===== src/rtl/fetch_pkg.sv =====
// Shared encodings for the fetch front end: branch kinds, ARM condition codes,
// fetch FSM states and sticky error-bit positions.
package fetch_pkg;

  typedef enum logic [2:0] {
    BR_NONE = 3'd0,
    BR_B    = 3'd1,
    BR_COND = 3'd2,
    BR_CBZ  = 3'd3,
    BR_CBNZ = 3'd4,
    BR_REG  = 3'd5
  } br_kind_e;

  localparam logic [3:0] COND_EQ = 4'h0;
  localparam logic [3:0] COND_NE = 4'h1;
  localparam logic [3:0] COND_CS = 4'h2;
  localparam logic [3:0] COND_CC = 4'h3;
  localparam logic [3:0] COND_MI = 4'h4;
  localparam logic [3:0] COND_PL = 4'h5;
  localparam logic [3:0] COND_VS = 4'h6;
  localparam logic [3:0] COND_VC = 4'h7;
  localparam logic [3:0] COND_HI = 4'h8;
  localparam logic [3:0] COND_LS = 4'h9;
  localparam logic [3:0] COND_GE = 4'hA;
  localparam logic [3:0] COND_LT = 4'hB;
  localparam logic [3:0] COND_GT = 4'hC;
  localparam logic [3:0] COND_LE = 4'hD;
  localparam logic [3:0] COND_AL = 4'hE;
  localparam logic [3:0] COND_NV = 4'hF;

  typedef enum logic [1:0] {
    FETCH = 2'd0,
    WAIT  = 2'd1,
    HOLD  = 2'd2,
    HALT  = 2'd3
  } state_e;

  localparam int ERR_ALIGN   = 0;
  localparam int ERR_RANGE   = 1;
  localparam int ERR_TIMEOUT = 2;
  localparam int ERR_KIND    = 3;

endpackage


===== src/rtl/fetch_unit_cond_eval.sv =====
// ARM condition-code evaluation against {N,Z,C,V}; purely combinational so the
// execute stage's conditional-select logic can share it.
module cond_eval
  import fetch_pkg::*;
(
  input  logic [3:0] br_cond,
  input  logic [3:0] pstate,
  output logic       pass
);

  logic w_n, w_z, w_c, w_v;

  assign w_n = pstate[3];
  assign w_z = pstate[2];
  assign w_c = pstate[1];
  assign w_v = pstate[0];

  always_comb begin
    pass = 1'b1;
    case (br_cond)
      COND_EQ: pass = w_z;
      COND_NE: pass = !w_z;
      COND_CS: pass = w_c;
      COND_CC: pass = !w_c;
      COND_MI: pass = w_n;
      COND_PL: pass = !w_n;
      COND_VS: pass = w_v;
      COND_VC: pass = !w_v;
      COND_HI: pass = w_c && !w_z;
      COND_LS: pass = !(w_c && !w_z);
      COND_GE: pass = (w_n == w_v);
      COND_LT: pass = (w_n != w_v);
      COND_GT: pass = !w_z && (w_n == w_v);
      COND_LE: pass = !(!w_z && (w_n == w_v));
      default: pass = 1'b1;  // AL and NV
    endcase
  end

endmodule


===== src/rtl/fetch_unit.sv =====
// Instruction fetch and branch resolution front end with variable-latency IMEM.
// Optional FETCH_PERF_EN adds perf_fetch_cnt / perf_stall_cnt counters.
module fetch_unit
  import fetch_pkg::*;
#(
  parameter int              ADDR_W   = 64,
  parameter int              IMEM_AW  = 32,
  parameter logic [ADDR_W-1:0] RESET_PC = '0,
  parameter int              TIMEOUT  = 255
) (
  input  logic                clk,
  input  logic                rst,
  input  logic                clk_en,
  output logic [IMEM_AW-1:0]  imem_addr,
  output logic                imem_req,
  input  logic [31:0]         imem_rdata,
  input  logic                imem_valid,
  output logic [31:0]         instr_out,
  output logic [ADDR_W-1:0]   instr_pc,
  output logic                instr_valid,
  input  logic                instr_ready,
  input  logic [2:0]          br_kind,
  input  logic [3:0]          br_cond,
  input  logic [ADDR_W-3:0]   br_offset,
  input  logic [ADDR_W-1:0]   br_reg_val,
  input  logic [3:0]          pstate,
  output logic                halted,
  output logic [3:0]          err_bits
`ifdef FETCH_PERF_EN
  ,
  output logic [31:0]         perf_fetch_cnt,
  output logic [31:0]         perf_stall_cnt
`endif
);

  localparam int PW = ADDR_W - 2;
  localparam int CW = $clog2(TIMEOUT + 1);

  state_e            r_state;
  logic [PW-1:0]     r_pc;
  logic [31:0]       r_instr;
  logic              r_instr_valid;
  logic              r_halted;
  logic [3:0]        r_err;
  logic [CW-1:0]     r_cnt;

  logic [ADDR_W-1:0] w_pc_byte;
  logic [ADDR_W-1:0] w_rel;
  logic [ADDR_W-1:0] w_target;
  logic              w_taken;
  logic              w_cond_pass;
  logic [3:0]        w_err_new;

  cond_eval u_cond_eval (
    .br_cond (br_cond),
    .pstate  (pstate),
    .pass    (w_cond_pass)
  );

  assign w_pc_byte = {r_pc, 2'b00};
  assign w_rel     = w_pc_byte + {br_offset, 2'b00};

  always_comb begin
    w_taken   = 1'b0;
    w_target  = w_rel;
    w_err_new = '0;
    case (br_kind_e'(br_kind))
      BR_NONE: w_taken = 1'b0;
      BR_B:    w_taken = 1'b1;
      BR_COND: w_taken = w_cond_pass;
      BR_CBZ:  w_taken = (br_reg_val == '0);
      BR_CBNZ: w_taken = (br_reg_val != '0);
      BR_REG: begin
        w_taken  = 1'b1;
        w_target = br_reg_val;
      end
      default: w_err_new[ERR_KIND] = 1'b1;
    endcase
    // Target checks only matter when the branch actually redirects the PC.
    w_err_new[ERR_ALIGN] = w_taken && (w_target[1:0] != 2'b00);
    w_err_new[ERR_RANGE] = w_taken && ((w_target >> IMEM_AW) != '0);
  end

  always_ff @(posedge clk) begin
    if (rst) begin
      r_state       <= FETCH;
      r_pc          <= RESET_PC[ADDR_W-1:2];
      r_instr       <= '0;
      r_instr_valid <= 1'b0;
      r_halted      <= 1'b0;
      r_err         <= '0;
      r_cnt         <= '0;
    end else if (clk_en) begin
      case (r_state)
        FETCH: begin
          r_cnt   <= '0;
          r_state <= WAIT;
        end
        WAIT: begin
          if (imem_valid) begin
            r_instr       <= imem_rdata;
            r_instr_valid <= 1'b1;
            r_state       <= HOLD;
          end else begin
            r_cnt <= r_cnt + CW'(1);
            if (r_cnt == CW'(TIMEOUT - 1)) begin
              r_err[ERR_TIMEOUT] <= 1'b1;
              r_halted           <= 1'b1;
              r_state            <= HALT;
            end
          end
        end
        HOLD: begin
          if (instr_ready) begin
            r_instr_valid <= 1'b0;
            if (w_err_new != '0) begin
              r_err    <= r_err | w_err_new;
              r_halted <= 1'b1;
              r_state  <= HALT;
            end else begin
              r_pc    <= w_taken ? w_target[ADDR_W-1:2] : r_pc + PW'(1);
              r_state <= FETCH;
            end
          end
        end
        default: r_state <= HALT;
      endcase
    end
  end

  // Request is gated by rst so it is low in the reset cycle itself.
  assign imem_req    = ((r_state == FETCH) || (r_state == WAIT)) && !rst;
  assign imem_addr   = {r_pc[IMEM_AW-3:0], 2'b00};
  assign instr_out   = r_instr;
  assign instr_pc    = w_pc_byte;
  assign instr_valid = r_instr_valid;
  assign halted      = r_halted;
  assign err_bits    = r_err;

`ifdef FETCH_PERF_EN
  logic [31:0] r_perf_fetch;
  logic [31:0] r_perf_stall;

  always_ff @(posedge clk) begin
    if (rst) begin
      r_perf_fetch <= '0;
      r_perf_stall <= '0;
    end else if (clk_en) begin
      if ((r_state == HOLD) && instr_ready)
        r_perf_fetch <= r_perf_fetch + 32'd1;
      if (((r_state == WAIT) && !imem_valid) || ((r_state == HOLD) && !instr_ready))
        r_perf_stall <= r_perf_stall + 32'd1;
    end
  end

  assign perf_fetch_cnt = r_perf_fetch;
  assign perf_stall_cnt = r_perf_stall;
`endif

endmodule

===== config.mk =====
export PLATFORM = sky130hd
export DESIGN_NAME = fetch_unit
export DESIGN_NICKNAME = d
export VERILOG_FILES = /design/src/rtl/fetch_pkg.sv /design/src/rtl/fetch_unit_cond_eval.sv /design/src/rtl/fetch_unit.sv
export SDC_FILE = /design/constraint.sdc
export NUM_CORES = 1
export LEC_CHECK = 0
export ABC_AREA = 1
export CAP_MARGIN = 20
export CORE_UTILIZATION = 51
export DETAILED_ROUTE_END_ITERATION = 16
export GPL_ROUTABILITY_DRIVEN = 0
export GPL_TIMING_DRIVEN = 1
export PLACE_DENSITY_LB_ADDON = 0.12
export SLEW_MARGIN = 20
export SYNTH_ARGS = -nofsm -noshare
export SYNTH_HDL_FRONTEND = slang
export SYNTH_SLANG_ARGS = --single-unit

===== constraint.sdc =====
create_clock -name clk -period 7 [get_ports clk]
set_input_delay 1.4 -clock clk [delete_from_list [all_inputs] [get_ports clk]]
set_output_delay 1.4 -clock clk [all_outputs]
set_load 0.01 [all_outputs]

==> flow_summary.json, run 1 <==
{
  "run_status": "complete, no violations",
  "dp.cells": 3100,
  "tightest_slew_ns": 1.06,
  "die_y_um": 165,
  "crit_chain": "clkdlybuf4s50_1 -> ha_1 -> nand2_1 -> nor2_1 -> inv_2 -> nor2_1 -> nand2_1 -> nor2_1 -> nand2_1 -> nand4_1 -> nand3_1 -> nand2_1 -> nand2_1 -> nor2_1 -> nand2_1 -> nor2_1 -> nand3_1 -> nand2_2 -> nand3_2 -> inv_2 -> buf_4 -> nand2_1 -> nand2_1 -> nor2_1",
  "grt_antenna_before_repair": 0,
  "async_reset_ff_frac": 0,
  "final_cell_mix": "nand2_1, inv_1, clkdlybuf4s50_1",
  "synth_cell_types": 43,
  "synth_edf_count": 0,
  "ant_nets": 0,
  "ir_worst_vdd_mv": 0.124,
  "rr_worst_depth": 23,
  "cts_buffers": 9,
  "netlist_area_um2": 13600,
  "track_usage": 0.385,
  "finish.utilization": 0.648,
  "synthToLayoutAreaGrowth_pct": 24.7,
  "p_total_w": 0.00161,
  "clk_path_buf_depth": 2,
  "first_global_vias": 15514,
  "drt_wl_total_mm": 53.0,
  "htree_levels": 3,
  "dr.pass1.iters": 6,
  "grt_pass1_wl_mm": 80.7,
  "cts.sinks": 110,
  "cpMaxStageDelayCell": "buf_4",
  "cts_root_buffer": "clkbuf_16",
  "grt_setup_unrepaired": "false",
  "die_area_um2": 27200,
  "maxSlewViolCount": 0,
  "hold_buffers": 0,
  "post-route-drc-count": 0,
  "io_pins": 309,
  "io_buffers": 304,
  "clkTransAtPathRegs_ns": 0.08,
  "wl_per_cell_um": 17.0,
  "crit_path_end_kind": "register",
  "layout_commonest_cell": "nand2_1",
  "clock.fmax_mhz": 187,
  "period_share": 0.763,
  "worst_r2r_startpoint": "r_pc[32]",
  "grt-ovfl-total": 0,
  "avgViaCountPerCell": 5.44,
  "cp_num_buf_inv": 4,
  "stdcell_count": 3119,
  "cp.arrival_ns": 5.59,
  "worstHoldPathType": "reg2reg",
  "drt_iter0_markers": 1936,
  "hold_path_end": "err_bits[2]",
  "critPathMostFrequentCell": "nand2_1",
  "ys_seq_area_frac": 0.162,
  "die_w_um": 165,
  "post_cts_buffers": 0,
  "critPathRequiredTime_ns": 7.25,
  "min_from": "err_bits[2]",
  "hold_path_depth": 2,
  "core_um2": 26100,
  "leakage_nw": 8.24,
  "cts_tree": "yes",
  "max_stage_delay_ns": 0.60,
  "synth_seq_cells": 110,
  "nets": 3015,
  "cts_resized": 0,
  "initial_core_util": 0.520,
  "final_hold_viol_count": 0,
  "finalCriticalPeriod_ns": 5.34,
  "reg2reg_slack_ns": 2.66,
  "critical_path_class": "in2reg",
  "clkLatencyLatePin_ns": 0.35,
  "power_density_nw_per_um2": 95.4,
  "num_rows": 59,
  "layout-drive-gt1-share": 0.0410,
  "syn_inst": 2537,
  "grt_max_degree": 82,
  "dp_slack_ns": 1.47,
  "worstPathMaxFanout": 60,
  "setup_violations": 0,
  "drv_cap": 0,
  "crit_path_start_kind": "input pin",
  "vias": 16974,
  "avgSynthCellArea_um2": 5.34,
  "ys_warn_count": 0,
  "skew_ns": 0.0105,
  "fin_setup_tns_ns": 0,
  "ys.flop_type": "dfxtp_1",
  "hpwl_mm": 43.3,
  "critical_path.top_delay_family": "simple AND/OR/NAND/NOR gates",
  "setup_ws_ns": 1.66,
  "worstReg2RegEnd": "r_pc[2]",
  "max_slew_margin": 0.292
}
## logic make-up after synthesis
| logic type | synth area share |
|---|---|
| AOI/OAI and AO/OA | 0.102 |
| xor gates and xnor gates | 0.0562 |
| adders and majority gates | 0.0606 |
| buffers and inverters | 0.165 |
| DFF | 0.162 |
| muxes | 0.00295 |
| other | 0.000277 |
| and+or+nand+nor | 0.450 |
## where the power goes
group          internal [W]  switching [W]  leakage (nW)
sequential         0.000638      0.0000125         0.889
combinational      0.000196       0.000262          7.21
clock              0.000249       0.000255         0.140
total               0.00108       0.000530          8.24
## synth_stat cells (21+ instances only)
library cell,count,share of area
dfxtp_1,110,0.16
buf_4,35,0.019
nand3_1,127,0.047
nand2_1,931,0.26
a21oi_1,102,0.038
nor3_1,50,0.018
nand4_1,30,0.014
inv_1,431,0.12
ha_1,64,0.059
xor2_1,65,0.042
o21ai_0,112,0.041
nor4_1,32,0.015
clkbuf_1,37,0.010
xnor2_1,22,0.014
inv_2,21,0.0058
nor2_1,242,0.067
## metal layers
layer | wire, um | share of wire | up-vias | GRT usage
li1 | - | - | 8282 | -
met1 | 21500 | 0.40 | 7489 | 0.508
met2 | 22500 | 0.42 | 1030 | 0.593
met3 | 6270 | 0.12 | 173 | 0.0706
met4 | 2810 | 0.053 | 0 | 0.202
met5 | 0 | 0 | - | 0
## worst max-delay path by stage
stage | slack, ns | cells past startpoint | start | endpoint
after global placement | 1.46 | 24 | br_offset[32] | r_pc[18]
after global routing | 1.47 | 23 | br_offset[30] | r_pc[21]
final | 1.66 | 24 | br_offset[32] | r_pc[2]
after CTS | 1.83 | 23 | br_offset[32] | r_pc[13]
after detailed placement | 1.47 | 24 | br_offset[32] | r_pc[2]
after floorplan | 3.03 | 24 | br_offset[0] | r_pc[59]
## registers in the layout (all words and copies together), names as in the netlist
signal and flops:
r_cnt 8, r_pc 62, instr_valid 1, r_state 2
instr_out 32, halted 1, err_bits 4
## final cells by class
| type | count | area, um2 |
|---|---|---|
| clock buffers | 10 | 229 |
| inverters | 459 | 1720 |
| clock inverters | 6 | 56.3 |
| well taps | 335 | 419 |
| diodes | 3 | 7.51 |
| fillers | 2581 | 9160 |
| flip-flops and latches | 110 | 2200 |
| multi-input cells | 1882 | 9130 |
| repair buffers | 314 | 3130 |
## per-stage QoR
stage	hold WS (ns)	cell area, um2
floorplan	0.422	13600
global placement	0.439	16600
detailed placement	0.443	16600
CTS	0.457	16900
global route	0.484	16900
finish	0.455	16900
## worst min-delay path: stages, from the launching register on
cell and delay, ns:
dfxtp_1 0.31, inv_1 0.05, a21oi_1 0.05
Power figures use the tool's default switching activity.
==> run 2, diff against run 1 <==
--- a/config.mk
+++ b/config.mk
@@ -7,7 +7,7 @@
 export LEC_CHECK = 0
 export ABC_AREA = 1
 export CAP_MARGIN = 20
-export CORE_UTILIZATION = 51
+export CORE_UTILIZATION = 48
 export DETAILED_ROUTE_END_ITERATION = 16
 export GPL_ROUTABILITY_DRIVEN = 0
 export GPL_TIMING_DRIVEN = 1
==> constraint.sdc (replaced) <==
create_clock -name clk -period 4.35 [get_ports clk]
set_input_delay 0.87 -clock clk [delete_from_list [all_inputs] [get_ports clk]]
set_output_delay 0.87 -clock clk [all_outputs]
set_load 0.01 [all_outputs]
==> flow_summary.json, run 2 (synthesis results as in run 1) <==
{
  "run_status": "complete, no violations",
  "power_density_nw_per_um2": 151,
  "crit_path_end_kind": "register",
  "p_total_w": 0.00272,
  "synthToLayoutAreaGrowth_pct": 32.4,
  "io_pins": 309,
  "grt_max_degree": 60,
  "tightest_slew_ns": 0.972,
  "post-route-drc-count": 0,
  "wl_per_cell_um": 17.2,
  "clock.fmax_mhz": 239,
  "period_share": 0.962,
  "first_global_vias": 16098,
  "clkLatencyLatePin_ns": 0.36,
  "ant_nets": 0,
  "vias": 17477,
  "initial_core_util": 0.488,
  "die_w_um": 170,
  "cts_root_buffer": "clkbuf_16",
  "clkTransAtPathRegs_ns": 0.08,
  "leakage_nw": 8.84,
  "nets": 3126,
  "worstPathMaxFanout": 15,
  "fill_cells": 2757,
  "cts_buffers": 9,
  "layout-drive-gt1-share": 0.0813,
  "final_hold_viol_count": 0,
  "ir_worst_vdd_mv": 0.203,
  "grt_antenna_before_repair": 2,
  "worstHoldPathType": "reg2reg",
  "cts_tree": "yes",
  "max_slew_margin": 0.351,
  "io_buffers": 304,
  "dr.pass1.iters": 6,
  "final_cell_mix": "nand2_1, inv_1, clkdlybuf4s50_1",
  "setup_violations": 0,
  "multi_input_area_um2": 9180,
  "drt_wl_total_mm": 56.2,
  "htree_levels": 3,
  "skew_ns": 0.0128,
  "maxSlewViolCount": 0,
  "core_um2": 27800,
  "hpwl_mm": 46.0,
  "critical_path_class": "in2reg",
  "finalCriticalPeriod_ns": 4.18,
  "cts.sinks": 110,
  "grt-ovfl-total": 0,
  "track_usage": 0.375,
  "drt_iter0_markers": 1680,
  "grt_pass1_wl_mm": 83.7,
  "num_rows": 61,
  "die_area_um2": 28900,
  "layout_commonest_cell": "nand2_1",
  "cp.arrival_ns": 4.47,
  "crit_path_start_kind": "input pin",
  "die_y_um": 170,
  "largest_register_ffs": 62,
  "drv_cap": 0,
  "ff_latch_area_um2": 2200,
  "regMostFlops": "r_pc",
  "avgViaCountPerCell": 5.34,
  "fin_setup_tns_ns": 0,
  "critPathRequiredTime_ns": 4.64,
  "clk_path_buf_depth": 2
}
-- run 2: final cells by class --
type	count	area share
multi-input cells	1882	0.512
inverters	459	0.0963
repair buffers	425	0.225
clock buffers	9	0.0126
diodes	2	0.000279
flip-flops and latches	110	0.123
well taps	378	0.0264
clock inverters	7	0.00481
-- run 2: stage by stage --
step / cell area, um2 / std cells / hold slack (ns) / utilization / setup slack [ns]
finish: 17900 / 3272 / 0.462 / 0.646 / 0.167
floorplan: 13600 / 2540 / 0.422 / - / 0.907
global route: 17900 / 3272 / 0.486 / 0.646 / -0.0161
CTS: 17800 / 3267 / 0.461 / 0.641 / 0.160
global placement: 17500 / 3251 / 0.440 / 0.630 / -0.118
detailed placement: 17500 / 3251 / 0.446 / 0.630 / -0.198
-- run 2: critical path, stage by stage --
cell and delay, ns:
clkdlybuf4s50_1 0.46, ha_1 0.41, nand2_1 0.12, nor2_1 0.23, nand2_1 0.16, inv_2 0.08, nand2_1 0.12, nor3_1 0.21
nand2_1 0.16, nand2_1 0.10, nand2_1 0.05, nand3_1 0.09, nand2_1 0.09, nor2_1 0.14, nand2_1 0.06, nor2_1 0.11
nand3_2 0.15, nand2_2 0.11, nand3_2 0.15, clkinv_4 0.19, clkbuf_16 0.22, nand2_1 0.07, a21oi_1 0.11
-- run 2: path summary, 6_finish.rpt --
check	from	end	slack, ns	depth (start not counted)
hold reg to reg	halted	halted	0.46	2
setup / recovery	br_offset[44]	r_pc[29]	0.17	23
setup reg to reg	r_pc[20]	r_pc[29]	0.53	22
hold / removal	halted	halted	0.46	2
-- run 2: timing repair --
action / 4_1_cts / 5_1_grt
endpoints found under the setup margin: 0 / 62
setup buffers: 0 / 1
hold buffers: 0 / 0
resized for setup: 0 / 15
-- run 2: power by group --
group	leakage [nW]	switching (W)	internal [W]	total (W)
clock	0.152	0.000448	0.000420	0.000868
sequential	0.889	0.0000183	0.00103	0.00104
combinational	7.80	0.000444	0.000360	0.000804
total	8.84	0.000911	0.00181	0.00272
-- run 2: metal layers --
layer	vias up	routed length, um	GRT usage
met5	-	0	0
met4	0	2240	0.156
met3	148	6470	0.0700
met2	970	24400	0.594
met1	7853	23100	0.497
li1	8506	-	-
==> run 3, diff against run 2 <==
--- a/config.mk
+++ b/config.mk
@@ -10,9 +10,9 @@
 export CORE_UTILIZATION = 48
 export DETAILED_ROUTE_END_ITERATION = 16
 export GPL_ROUTABILITY_DRIVEN = 0
-export GPL_TIMING_DRIVEN = 1
 export PLACE_DENSITY_LB_ADDON = 0.12
 export SLEW_MARGIN = 20
 export SYNTH_ARGS = -nofsm -noshare
 export SYNTH_HDL_FRONTEND = slang
+export SYNTH_HIERARCHICAL = 1
 export SYNTH_SLANG_ARGS = --single-unit
==> flow_summary.json, run 3 <==
{
  "run_status": "complete, no violations",
  "ir_worst_vdd_mv": 0.193,
  "dpl_cell_area_um2": 17400,
  "crit_path_start_kind": "input pin",
  "grt_use_met1": 0.476,
  "max_slew_margin": 0.345,
  "final_cell_mix": "nand2_1, inv_1, nor2_1",
  "worst_r2r_startpoint": "r_pc[8]",
  "initial_core_util": 0.493,
  "grt_antenna_before_repair": 0,
  "regMostFlops": "r_pc",
  "syn_inst": 2640,
  "first_global_vias": 15921,
  "hpwl_mm": 45.6,
  "maxSlewViolCount": 0,
  "finalCriticalPeriod_ns": 4.04,
  "track_usage": 0.372,
  "synth_edf_count": 0,
  "grt_util_met2": 0.576,
  "cp_num_buf_inv": 2,
  "worstHoldPathType": "reg2reg",
  "drv_cap": 0,
  "largest_register_ffs": 62,
  "die_w_um": 172,
  "critical_path.top_delay_family": "simple AND/OR/NAND/NOR gates",
  "drt_wl_total_mm": 55.5,
  "synth_cell_types": 44,
  "post_cts_buffers": 0,
  "ys_seq_area_frac": 0.159,
  "io_pins": 309,
  "grt_setup_unrepaired": "false",
  "ys.flop_type": "dfxtp_1",
  "io_buffers": 304,
  "async_reset_ff_frac": 0,
  "cts_resized": 0,
  "avgSynthCellArea_um2": 5.24,
  "cp.arrival_ns": 4.35,
  "setup.worst_path.start": "br_offset[8]",
  "clkTransAtPathRegs_ns": 0.09,
  "critical_path_class": "in2reg",
  "synth_area_leaders": "nand2_1, dfxtp_1, inv_1, nor2_1, ha_1",
  "grt-ovfl-total": 0,
  "critPathRequiredTime_ns": 4.65,
  "cpMaxStageDelayCell": "clkdlybuf4s50_1",
  "skew_ns": 0.0160,
  "die_area_um2": 29500,
  "synth_top_area_frac": 0.258,
  "htree_levels": 3,
  "cp.depth": 23,
  "final_hold_viol_count": 0,
  "synthToLayoutAreaGrowth_pct": 27.9,
  "grt_pass1_wl_mm": 83.8,
  "vias": 17357,
  "cts_tree": "yes",
  "synth.most_common_cell": "nand2_1",
  "num_rows": 61,
  "grt_max_degree": 56,
  "layout-drive-gt1-share": 0.0505,
  "crit_path_end_kind": "register",
  "fin_setup_tns_ns": 0,
  "synth_top_area_cell": "nand2_1",
  "cts_root_buffer": "clkbuf_16",
  "ys_warn_count": 6,
  "hold_path_depth": 2,
  "clkLatencyLatePin_ns": 0.36,
  "period_share": 0.930,
  "wl_per_cell_um": 16.8,
  "cts_buffers": 9,
  "crit_chain": "clkdlybuf4s50_1 -> ha_1 -> nand2_1 -> nor2_1 -> nand3_1 -> nand3_2 -> nand2_1 -> nand2_1 -> nand2_1 -> nand3_1 -> nand3_1 -> nand2_1 -> nand2_1 -> nor2_1 -> nand2_1 -> nor2_1 -> nand2_1 -> nand2_4 -> nand3_2 -> buf_12 -> nand2_1 -> nand2_1 -> nor2_1",
  "clock.fmax_mhz": 247,
  "critPathMostFrequentCell": "nand2_1",
  "rr_worst_depth": 22,
  "core_um2": 28100,
  "met3_usage": 0.103,
  "leakage_nw": 9.14,
  "die_y_um": 172,
  "nets": 3167,
  "min_from": "halted",
  "fill_cells": 2824,
  "netlist_area_um2": 13800,
  "max_stage_delay_ns": 0.40,
  "worstPathMaxFanout": 50,
  "post-route-drc-count": 0,
  "stdcell_area_um2": 17700,
  "dr.pass1.iters": 8,
  "synthTopCellsByCount": "nand2_1, inv_1, nor2_1",
  "drt_iter0_markers": 1925,
  "cts.sinks": 110,
  "setup_violations": 0,
  "ant_nets": 0,
  "clk_path_buf_depth": 2,
  "tightest_slew_ns": 0.981,
  "synth_seq_cells": 110,
  "power_density_nw_per_um2": 165,
  "hold_buffers": 0,
  "busiest_layer": "met2",
  "layout_commonest_cell": "nand2_1",
  "avgViaCountPerCell": 5.24,
  "n_antenna_cell": 0
}
==> run 3: cell count changes in the layout (fill, tap and decap cells not counted), sizes merged, moves of 7 or more <==
cell	before	now
or2	15	27
nand4	30	71
o21ai	115	98
nor2	259	339
nand3	132	119
a21oi	122	55
nand2	934	957
o211ai	9	16
inv	458	495
nor4	33	22
buf	119	67
==> run 3: path summary, 6_finish.rpt <==
| kind | endpoint | slack [ns] |
|---|---|---|
| max reg2reg | r_pc[17] | 0.71 |
| min reg2reg | halted | 0.45 |
| min | halted | 0.45 |
| max | r_pc[17] | 0.31 |
==> run 3: report_power, final <==
group          internal [W]  leakage, nW  switching [W]
sequential          0.00105        0.891      0.0000392
combinational      0.000435         8.11       0.000567
clock              0.000403        0.140       0.000433
==> run 3: stage by stage <==
step                setup slack, ns  power, W  utilization  std cells  hold slack (ns)
floorplan                     0.959   0.00160            -       2643            0.459
global placement             0.0502   0.00207        0.620       3295            0.436
detailed placement           0.0562   0.00208        0.620       3295            0.440
CTS                           0.418   0.00291        0.630       3311            0.452
global route                0.00755   0.00306        0.630       3311            0.506
finish                        0.306   0.00293        0.630       3311            0.452
==> run 3: area by class of cell <==
class / instances / area [um2] / area share
multi-input cells: 1939 / 9260 / 0.523
repair buffers: 371 / 3610 / 0.204
flip-flops and latches: 110 / 2200 / 0.124
inverters: 497 / 1870 / 0.105
well taps: 378 / 473 / 0.0267
clock buffers: 9 / 225 / 0.0127
clock inverters: 7 / 70.1 / 0.00396
==> run 3: kinds of logic (layout without fill, tap and decap cells) <==
| group | count (synthesis) | after routing | synth area share |
|---|---|---|---|
| other | 1 | 4 | 0.000271 |
| XOR/XNOR | 87 | 87 | 0.0551 |
| flip-flops | 110 | 110 | 0.159 |
| AO/OA/AOI/OAI | 181 | 181 | 0.0702 |
| buffers and inverters | 594 | 884 | 0.174 |
| multiplexers | 1 | 1 | 0.000723 |
| adder cells (fa/ha/maj) | 65 | 65 | 0.0593 |
| AND/OR/NAND/NOR | 1601 | 1601 | 0.482 |
==> run 3: layer usage <==
layer / vias up / wire (um)
met5: - / 0
met4: 0 / 2600
met3: 148 / 7060
met2: 933 / 23600
met1: 7652 / 22200
li1: 8624 / -
==> run 3: worst register-to-register path: cells and delay by family, from the launching register on <==
kind          cells  cell delay (ns)
simple gates     20             2.45
fa+ha+maj         1             0.47
flops             1             0.44
buf+inv           1             0.22
